File: src/rtl/mult_pkg.sv
// Shared types and constants for the sequential shift-add multiplier.
package mult_pkg;

  localparam int DEFAULT_WIDTH = 32;

  typedef enum logic [1:0] {
    IDLE,
    RUN,
    FIX,
    DONE
  } mult_state_t;

  function automatic int cnt_width(input int w);
    return $clog2(w) + 1;
  endfunction

endpackage

File: src/rtl/seq_multiplier_cond_negate.sv
// Conditional two's-complement negator of parametrised width.
module cond_negate #(
  parameter int W = 8
) (
  input  logic         neg,
  input  logic [W-1:0] din,
  output logic [W-1:0] dout
);

  assign dout = neg ? (~din + W'(1)) : din;

endmodule

File: src/rtl/seq_multiplier.sv
// Sequential shift-add multiplier, 2*WIDTH-bit product in WIDTH+1 cycles.
// Signed operation is synthesised only when MULT_SIGNED_EN is defined.
module seq_multiplier
  import mult_pkg::*;
#(
  parameter int WIDTH = DEFAULT_WIDTH
) (
  input  logic               clk,
  input  logic               reset,
  input  logic               start,
  input  logic               is_signed,
  input  logic [WIDTH-1:0]   A,
  input  logic [WIDTH-1:0]   B,
  output logic [2*WIDTH-1:0] Product,
  output logic               ready,
  output logic               busy,
  output logic               done
);

  localparam int W2 = 2 * WIDTH;
  localparam int CW = cnt_width(WIDTH);
  localparam logic [CW-1:0] LAST = CW'(WIDTH - 1);

  mult_state_t      state_q, state_d;
  logic [CW-1:0]    cnt_q, cnt_d;
  logic [W2-1:0]    mcand_q, mcand_d;
  logic [WIDTH-1:0] mplier_q, mplier_d;
  logic [W2-1:0]    acc_q, acc_d;
  logic             sign_q, sign_d;
  logic [W2-1:0]    product_q, product_d;
  logic             ready_q, ready_d;
  logic             done_q, done_d;

  logic [WIDTH-1:0] a_mag, b_mag;
  logic [W2-1:0]    res;
  logic             sign_in;

`ifdef MULT_SIGNED_EN
  logic neg_a, neg_b;
  assign neg_a   = is_signed & A[WIDTH-1];
  assign neg_b   = is_signed & B[WIDTH-1];
  assign sign_in = neg_a ^ neg_b;

  cond_negate #(.W(WIDTH)) u_neg_a (
    .neg  (neg_a),
    .din  (A),
    .dout (a_mag)
  );

  cond_negate #(.W(WIDTH)) u_neg_b (
    .neg  (neg_b),
    .din  (B),
    .dout (b_mag)
  );

  cond_negate #(.W(W2)) u_neg_p (
    .neg  (sign_q),
    .din  (acc_q),
    .dout (res)
  );
`else
  logic unused_sign;
  assign unused_sign = is_signed ^ sign_q;
  assign a_mag   = A;
  assign b_mag   = B;
  assign sign_in = 1'b0;
  assign res     = acc_q;
`endif

  always_comb begin
    state_d   = state_q;
    cnt_d     = cnt_q;
    mcand_d   = mcand_q;
    mplier_d  = mplier_q;
    acc_d     = acc_q;
    sign_d    = sign_q;
    product_d = product_q;
    unique case (state_q)
      IDLE, DONE: begin
        state_d = IDLE;
        if (start) begin
          mcand_d  = {{WIDTH{1'b0}}, a_mag};
          mplier_d = b_mag;
          acc_d    = '0;
          cnt_d    = '0;
          sign_d   = sign_in;
          state_d  = RUN;
        end
      end
      RUN: begin
        if (mplier_q[0]) acc_d = acc_q + mcand_q;
        mplier_d = mplier_q >> 1;
        mcand_d  = mcand_q << 1;
        cnt_d    = cnt_q + CW'(1);
        if (cnt_q == LAST) state_d = FIX;
      end
      FIX: begin
        product_d = res;
        state_d   = DONE;
      end
    endcase
    ready_d = (state_d == IDLE) || (state_d == DONE);
    done_d  = (state_q == FIX);
  end

  always_ff @(posedge clk) begin
    if (reset) begin
      state_q   <= IDLE;
      cnt_q     <= '0;
      mcand_q   <= '0;
      mplier_q  <= '0;
      acc_q     <= '0;
      sign_q    <= 1'b0;
      product_q <= '0;
      ready_q   <= 1'b1;
      done_q    <= 1'b0;
    end else begin
      state_q   <= state_d;
      cnt_q     <= cnt_d;
      mcand_q   <= mcand_d;
      mplier_q  <= mplier_d;
      acc_q     <= acc_d;
      sign_q    <= sign_d;
      product_q <= product_d;
      ready_q   <= ready_d;
      done_q    <= done_d;
    end
  end

  assign Product = product_q;
  assign ready   = ready_q;
  assign busy    = ~ready_q;
  assign done    = done_q;

endmodule

File: config.mk
export PLATFORM = sky130hd
export DESIGN_NAME = seq_multiplier
export DESIGN_NICKNAME = d
export VERILOG_FILES = /design/src/rtl/mult_pkg.sv /design/src/rtl/seq_multiplier_cond_negate.sv /design/src/rtl/seq_multiplier.sv
export SDC_FILE = /design/constraint.sdc
export NUM_CORES = 1
export LEC_CHECK = 0
export BUFFER_PORTS_ARGS = -buffer_cell sky130_fd_sc_hd__buf_2
export CORE_MARGIN = 2
export CORE_UTILIZATION = 25
export DETAILED_ROUTE_END_ITERATION = 8
export GPL_TIMING_DRIVEN = 0
export MAX_ROUTING_LAYER = met4
export PLACE_DENSITY = 0.38
export REMOVE_ABC_BUFFERS = 1
export SLEW_MARGIN = 5
export SYNTH_ARGS = -nofsm -noshare
export SYNTH_HDL_FRONTEND = slang
export SYNTH_SLANG_ARGS = --single-unit
File: constraint.sdc
create_clock -name clk -period 6 [get_ports clk]
set_clock_uncertainty 0.15 [all_clocks]
set_input_delay 0 -clock clk [delete_from_list [all_inputs] [get_ports clk]]
set_output_delay 0 -clock clk [all_outputs]
set_load 0.01 [all_outputs]
Word level (Yosys, flattened, before mapping):

Cells that the tools add are included.

* flip-flop bits (word level): 234
* input bits: 68

* add/sub/neg operators: 2
* equality and inequality tests: 7
* multiplexer cells: 12
* bitwise operators: 1
* reductions and logical operators: 7

Operators by type and width (number)
* 64-bit case mux with 2 select lines: 2
* 64-bit two-way mux: 3
* 64-bit adder: 1
* 32-bit case mux with 2 select lines: 1
* 32-bit two-way mux: 1
* 6-bit case mux with 2 select lines: 1
* 6-bit by 1-bit adder with 6-bit output, second input constant: 1
* 2-bit equality test, second input constant: 3
* 6-bit by 5-bit equality test with 1-bit output, second input constant: 1
* 6-bit two-way mux: 1
* 2-bit case mux with 3 select lines: 1
* 2-bit logical NOT: 2
* 2-bit inequality test, second input constant: 2
* 3-bit AND reduction: 1
* 2-bit by 1-bit equality test with 1-bit output, second input constant: 1
* 2-bit two-way mux: 1
* 2-bit AND reduction: 1
* 2-bit nonzero test: 1
* 2-bit OR reduction: 1
* 1-bit logical OR: 1
* 1-bit two-way mux: 1
* 1-bit NOT: 1

Depth between registers and ports, before layout:

Gate-level depths: netlist of run 1.

* word-level depth: 5
* mapped depth: 13
* depth with buffers taken out: 12

Least setup slack after synthesis of run 1:

OpenSTA, ideal clock, no wires.

* kind: register to register
* start point: reg mcand_q[0]
* end point: reg acc_q[62]
* data arrival time: 3.016 ns
* path slack: 2.716 ns
* stages on the path, launching flop included: 13
* path buffers: 0
* period minus slack after synthesis: 3.284 ns
* cell sequence: dfxtp_1 > ha_1 > inv_1 > fa_1 > and2b_1 > o2111ai_1 > a2111o_1 > a311o_1 > a31o_1 > a21oi_2 > o211ai_1 > a21o_1 > a32o_1

* cells in the longest elaborated chain, start to end: 3

RTL lines
* from (decl): line seq_multiplier.sv:26 `logic [W2-1:0] mcand_q, mcand_d;`
* from (signal assigned): line seq_multiplier.sv:120 `mcand_q <= mcand_d;`
* 64-bit adder: line seq_multiplier.sv:91 `if (mplier_q[0]) acc_d = acc_q + mcand_q;`
* 64-bit two-way mux: line seq_multiplier.sv:91
* 64-bit case mux with 2 select lines: line seq_multiplier.sv:78 `unique case (state_q)`
* to (signal assigned): line seq_multiplier.sv:112 `acc_q <= '0;`
* to (signal assigned): line seq_multiplier.sv:122 `acc_q <= acc_d;`
* to (decl): line seq_multiplier.sv:28 `logic [W2-1:0] acc_q, acc_d;`

No other way between the ends. The select of a mux whose other input is x is not followed.
A chain may end at the register's enable or synchronous reset.

Final worst setup path of run 1:

* start point: reg mcand_q[0]
* end point: reg acc_q[60]

The elaborated chain is that of the path after synthesis.

==> results of run 1 <==
## cells by family (layout without fill, tap and decap cells)
kind of cell	after synthesis	count (layout)	synth area share, %
adder cells (fa/ha/maj)	67	67	6.79
AND/OR/NAND/NOR	452	452	16.1
flip-flops	234	234	37.6
multiplexers	130	130	10.5
XOR/XNOR	52	52	3.66
AO/OA/AOI/OAI	396	396	21.9
buffers and inverters	115	309	3.48
## registers in the layout (all words and copies together), names as in the netlist
register	cells
mplier_q	32
Product	64
mcand_q	64
acc_q	64
cnt_q	6
state_q	2
done	1
ready	1
## worst register-to-register path: stages (launching register included)
cell,delay (ns)
dfxtp_1,0.39
ha_1,0.22
inv_1,0.06
fa_1,0.39
and2b_1,0.25
o2111ai_1,0.20
a2111o_1,0.57
a31oi_2,0.37
a221oi_2,0.17
nor4_4,0.45
o2111ai_2,0.20
a2111oi_2,0.32
nand3b_1,0.16
## where the power goes
group / total, mW / switching, mW / internal (mW)
clock network: 1.85 / 0.726 / 1.12
logic: 0.455 / 0.251 / 0.204
registers: 1.65 / 0.0418 / 1.61
total: 3.95 / 1.02 / 2.93
## how the worst min path moves through the flow
| stage | depth (start not counted) | slack, ns | to | start |
|---|---|---|---|---|
| 6_report | 4 | 0.12 | ready$_SDFF_PP1_ | start |
| 5_1_grt | 4 | 0.15 | ready$_SDFF_PP1_ | start |
| 4_1_cts | 4 | 0.10 | ready$_SDFF_PP1_ | start |
| 3_5_place_dp | 3 | 0.10 | mcand_q[0]$_SDFFE_PP0P_ | A[0] |
| 3_3_place_gp | 3 | 0.09 | mcand_q[0]$_SDFFE_PP0P_ | A[0] |
| 2_1_floorplan | 1 | -0.08 | done$_SDFF_PP0_ | reset |
## per-layer routing
| layer | wire length, um | track usage, % | share of wire (%) | vias up |
|---|---|---|---|---|
| li1 | - | - | - | 5601 |
| met1 | 18500 | 20.1 | 49 | 5123 |
| met2 | 17100 | 23.9 | 46 | 136 |
| met3 | 1230 | 1.86 | 3.3 | 39 |
| met4 | 590 | 3.44 | 1.6 | 0 |
| met5 | 0 | - | 0 | - |
## per-stage QoR
step                      utilization [%]  power [mW]  cells
final                                32.2        3.95   2304
after global routing                 32.2        4.15   2304
after CTS                            32.2        4.03   2304
after detailed placement             28.3        2.08   2155
after global placement               27.7        2.07   2146
after floorplan                         -        1.93   1349
## what timing repair did
action	CTS	global route
buffers inserted	0	0
hold buffers	95	0
endpoints found under the hold margin	169	0
## cells in the mapped netlist, types with 10 or more instances
master	instances	area, sq um
nand3_1	22	110
mux2i_1	130	1300
nand2_1	94	353
o21bai_1	10	75.1
and3_1	11	68.8
a211oi_1	72	541
a21oi_1	77	385
inv_1	18	67.6
nor2_1	240	901
xor2_1	26	228
a22oi_1	59	443
o21ai_0	64	320
nor3_1	13	65.1
buf_1	15	56.3
ha_1	66	826
dfxtp_1	234	4680
xnor2_1	26	228
clkbuf_1	81	304
nand4_1	19	119
a21o_1	33	248
## layout make-up
cell class | count | area [sq um] | area share [%]
inverter | 18 | 67.6 | 0.427
multi-input combinational | 1097 | 7390 | 46.8
clock buffer | 40 | 817 | 5.17
clock inverter | 14 | 180 | 1.14
sequential | 234 | 4680 | 29.6
tap | 664 | 831 | 5.25
timing repair buffer | 237 | 1840 | 11.6
==> results.json, run 1 <==
{
  "status": "finished clean",
  "cts_buffers": 29,
  "fp.dieW_um": 227,
  "async_flop_share_pct": 0,
  "ff2ff_setup_slack_ns": 2.01,
  "whs_ns": 0.124,
  "rsz0062_at_grt": "false",
  "drtIter0Drc": 471,
  "syn-cell-area_sq_um": 12400,
  "syn2layout_area_growth_pct": 27.0,
  "grt_remaining_overflow": 0,
  "peakVddDrop_mv": 0.150,
  "num-fill-cells": 5265,
  "clk_latency_ns": 0.57,
  "cpPeakStageDelay_ns": 0.57,
  "critical_path_buf_inv_count": 1,
  "hold_viol": 0,
  "avgRoutedWirePerCell_um": 16.2,
  "antenna_found_initial": 0,
  "ys_seq_area_share_pct": 37.6,
  "antennaDiodeCount": 0,
  "grt_pass1_wl_um": 60300,
  "ios": 135,
  "layout_setup_ws_ns": 2.01,
  "tritoncts": "yes",
  "tritoncts_num_sinks": 234,
  "start_kind": "register",
  "synth_ff_type": "dfxtp_1",
  "place_congestion": 0.799,
  "grt_pass1_vias": 10900,
  "dieHeight_um": 227,
  "cp_num_cells": 12,
  "reg2reg_from": "mcand_q[0]$_SDFFE_PP0P_",
  "timing.fmax_mhz": 250,
  "die-area_sq_um": 51600,
  "synthCells": 1446,
  "leakagePower_nw": 6.33,
  "required_ns": 6.35,
  "start_util_pct": 25.4,
  "clockRootBuffer": "clkbuf_16",
  "finalSetupTns_ns": 0,
  "syn_area_per_cell_sq_um": 8.61,
  "final_antenna_net_count": 0,
  "cpLargestDelayFamily": "compound AO/OA/AOI/OAI gates",
  "rr_endpoint": "acc_q[60]$_SDFFE_PP0P_",
  "grt_usage_pct": 14.9,
  "p_per_area_nw_per_um2": 250,
  "first_pass_iters": 4,
  "cts-htree-levels": 1,
  "final_common_cell": "nor2_1",
  "drive_above_1_share_pct": 13.4,
  "endpoint_kind": "register",
  "hpwlAfterDp_um": 25700,
  "path_cells": "ha_1 -> inv_1 -> fa_1 -> and2b_1 -> o2111ai_1 -> a2111o_1 -> a31oi_2 -> a221oi_2 -> nor4_4 -> o2111ai_2 -> a2111oi_2 -> nand3b_1",
  "synth-seq-cells": 234,
  "arrival_ns": 4.34,
  "row_count": 81,
  "clk_path_buf_depth": 3,
  "worstMarginPinSlew_ns": 1.18,
  "vias": 10900,
  "wl_um": 37400,
  "setup_viol": 0,
  "critPathSlowestCell": "a2111o_1",
  "clkTransAtPathRegs_ns": 0.06,
  "grt_max_degree": 128,
  "synth_cell_types": 74,
  "fin_crit_sh_pct": 66.5,
  "max_cap_viol_count": 0,
  "min_period_ns": 3.99,
  "yosysWarningCount": 0,
  "slew_viol_final": 0,
  "portBuffers": 133,
  "drc_errors": 0,
  "cp_max_fo": 4,
  "criticalPathCategory": "reg -> reg",
  "pre_cts_slack_ns": 1.81,
  "core_area_sq_um": 49100,
  "slew_headroom_pct": 20.9,
  "crit_start": "mcand_q[0]$_SDFFE_PP0P_",
  "mostFrequentLayoutCells": "nor2_1 (240), dfxtp_1 (234), buf_2 (132), mux2i_1 (130), dlygate4sd3_1 (95)",
  "crit_path_end": "acc_q[60]$_SDFFE_PP0P_",
  "r2r_cells": 12,
  "hold_path_class": "in -> reg",
  "placed_area_sq_um": 13900,
  "nets": 1752,
  "cts-resized-gates": 0,
  "synth-edff-count": 0,
  "via_per_inst": 4.73,
  "fin_area_sq_um": 15800
}
(Power assumes the default switching activity.)
==> run 2, diff against run 1 <==
--- a/config.mk
+++ b/config.mk
@@ -11,7 +11,7 @@
 export DETAILED_ROUTE_END_ITERATION = 8
 export GPL_TIMING_DRIVEN = 0
 export MAX_ROUTING_LAYER = met4
-export PLACE_DENSITY = 0.38
+export PLACE_DENSITY = 0.39
 export REMOVE_ABC_BUFFERS = 1
 export SLEW_MARGIN = 5
 export SYNTH_ARGS = -nofsm -noshare
==> constraint.sdc (replaced) <==
create_clock -name clk -period 3.53 [get_ports clk]
set_clock_uncertainty 0.15 [all_clocks]
set_input_delay 0 -clock clk [delete_from_list [all_inputs] [get_ports clk]]
set_output_delay 0 -clock clk [all_outputs]
set_load 0.01 [all_outputs]
==> run 2 against run 1 <==
Register-to-register slack got worse by 1.9 ns. Final area rose by 0.34%. Fmax rose by 16%. Sequential share of layout area fell by 0.053 points. Critical path type unchanged. Critical endpoint is now acc_q[62]$_SDFFE_PP0P_.
==> results.json, run 2 (same netlist as run 1, synthesis figures left out) <==
{
  "via_per_inst": 4.76,
  "p_total_mw": 6.59,
  "dieHeight_um": 227,
  "p_int_mw": 4.89,
  "final_common_cell": "nor2_1",
  "row_count": 81,
  "critPathSlowestCell": "a2111o_1",
  "wl_um": 37700,
  "clockRootBuffer": "clkbuf_16",
  "arrival_ns": 3.74,
  "tritoncts_num_sinks": 234,
  "grt_remaining_overflow": 0,
  "fp.dieW_um": 227,
  "endpoint_kind": "register",
  "cts-htree-levels": 1,
  "p_sw_mw": 1.71,
  "die-area_sq_um": 51600,
  "drtIter0Drc": 514,
  "fin_crit_sh_pct": 97.5,
  "slew_headroom_pct": 40.6,
  "drive_above_1_share_pct": 14.8,
  "fin_area_sq_um": 15900,
  "tritoncts": "yes",
  "setup_viol": 0,
  "clk_latency_ns": 0.58,
  "p_per_area_nw_per_um2": 416,
  "place_congestion": 0.798,
  "vias": 11000,
  "portBuffers": 133,
  "core_area_sq_um": 49100,
  "drc_errors": 0,
  "avgRoutedWirePerCell_um": 16.4,
  "path_cells": "ha_4 -> inv_2 -> fa_2 -> and2b_1 -> o2111ai_2 -> a2111o_1 -> a311o_1 -> a31o_4 -> a21oi_4 -> o211ai_1 -> a21o_1 -> a32o_1",
  "utilization_pct": 32.3,
  "power_frac_comb_pct": 11.6,
  "clkTransAtPathRegs_ns": 0.06,
  "worstMarginPinSlew_ns": 0.891,
  "ff2ff_setup_slack_ns": 0.09,
  "sequentialPowerShare_pct": 42.6,
  "ff_latch_area_sq_um": 4690,
  "multi_input_area_sq_um": 7530,
  "first_pass_iters": 5,
  "grt_max_degree": 110,
  "syn2layout_area_growth_pct": 27.5,
  "grt_pass1_wl_um": 60500,
  "critical_path_buf_inv_count": 1,
  "timing.fmax_mhz": 291,
  "slew_viol_final": 0,
  "grt_pass1_vias": 11000,
  "leakagePower_nw": 6.31,
  "hold_path_class": "in -> reg",
  "mostFrequentLayoutCells": "nor2_1 (240), dfxtp_1 (230), buf_2 (132), mux2i_1 (130), nand2_1 (93)",
  "clk_path_buf_depth": 3,
  "finalSetupTns_ns": 0,
  "start_kind": "register",
  "status": "finished clean",
  "cts_buffers": 29,
  "hold_viol": 0,
  "layout_setup_ws_ns": 0.0882,
  "cpLargestDelayFamily": "compound AO/OA/AOI/OAI gates",
  "peakVddDrop_mv": 0.408,
  "num-fill-cells": 5207,
  "final_antenna_net_count": 0,
  "placed_area_sq_um": 13800,
  "cpPeakStageDelay_ns": 0.49,
  "nets": 1750,
  "start_util_pct": 25.4,
  "cp_max_fo": 3,
  "rsz0062_at_grt": "true",
  "criticalPathCategory": "reg -> reg",
  "clkPwrFrac_pct": 45.9,
  "switching_share_pct": 25.9,
  "min_period_ns": 3.44,
  "grt_usage_pct": 15.0,
  "hpwlAfterDp_um": 25700,
  "required_ns": 3.83,
  "pre_cts_slack_ns": -0.566,
  "max_cap_viol_count": 0,
  "ios": 135,
  "antenna_found_initial": 0,
  "antennaDiodeCount": 0
}
-- run 2: changes by cell type in the layout (fill, tap and decap cells not counted), moves of 2 or more --
| cell | before | now |
|---|---|---|
| a2111oi_4 | 0 | 2 |
| a21oi_1 | 76 | 72 |
| a21oi_2 | 1 | 4 |
| buf_4 | 0 | 7 |
| bufinv_16 | 4 | 2 |
| clkbuf_8 | 5 | 8 |
| dfxtp_1 | 234 | 230 |
| dfxtp_2 | 0 | 3 |
| dlygate4sd3_1 | 95 | 87 |
| ha_1 | 64 | 61 |
| ha_2 | 0 | 2 |
-- run 2: final timing paths --
check                           start                        to  cells past startpoint
min                             start          ready$_SDFF_PP1_                      4
min reg2reg  Product[17]$_SDFFE_PP0P_  Product[17]$_SDFFE_PP0P_                      2
max reg2reg   mcand_q[0]$_SDFFE_PP0P_    acc_q[62]$_SDFFE_PP0P_                     12
max           mcand_q[0]$_SDFFE_PP0P_    acc_q[62]$_SDFFE_PP0P_                     12
-- run 2: area by class of cell --
type	count	area share (%)
inverter	18	0.426
sequential	234	29.6
multi-input combinational	1097	47.4
timing repair buffer	235	11.2
clock buffer	44	5.43
clock inverter	10	0.654
tap	664	5.24
-- run 2: metrics by stage --
stage / hold WS (ns) / instances
3_3_place_gp: 0.0888 / 2146
4_1_cts: 0.104 / 2298
3_5_place_dp: 0.0986 / 2153
6_report: 0.116 / 2302
2_1_floorplan: -0.0833 / 1349
5_1_grt: 0.106 / 2302
-- run 2: power by group through the flow --
stage | logic [mW] | registers, mW | clock network [mW]
after floorplan | 0.435 | 2.84 | 0
after global placement | 0.654 | 2.86 | 0
after detailed placement | 0.661 | 2.87 | 0
after CTS | 0.763 | 2.81 | 3.14
after global routing | 0.850 | 2.82 | 3.25
final | 0.764 | 2.81 | 3.02
-- run 2: per-layer routing --
| layer | routed length, um | share of wire [%] | up-vias | global-route usage, % |
|---|---|---|---|---|
| met1 | 18700 | 50 | 5167 | 20.2 |
| met2 | 17000 | 45 | 156 | 23.8 |
| met5 | 0 | 0 | - | - |
| li1 | - | - | 5602 | - |
| met3 | 1490 | 3.9 | 42 | 2.14 |
| met4 | 533 | 1.4 | 0 | 2.99 |
-- run 2: repair_timing --
action | CTS | global route
resized for setup | 15 | 16
buffers inserted | 4 | 4
pin swaps | 8 | 8
endpoints found under the hold margin | 159 | 0
endpoints found under the setup margin | 63 | 31
hold buffers | 87 | 0
-- run 2: worst reg2reg max path, stage by stage, from the launching register on --
cell and delay (ns):
dfxtp_2 0.36, ha_4 0.14, inv_2 0.04, fa_2 0.35, and2b_1 0.25, o2111ai_2 0.18, a2111o_1 0.49, a311o_1 0.36
a31o_4 0.31, a21oi_4 0.15, o211ai_1 0.13, a21o_1 0.20, a32o_1 0.23
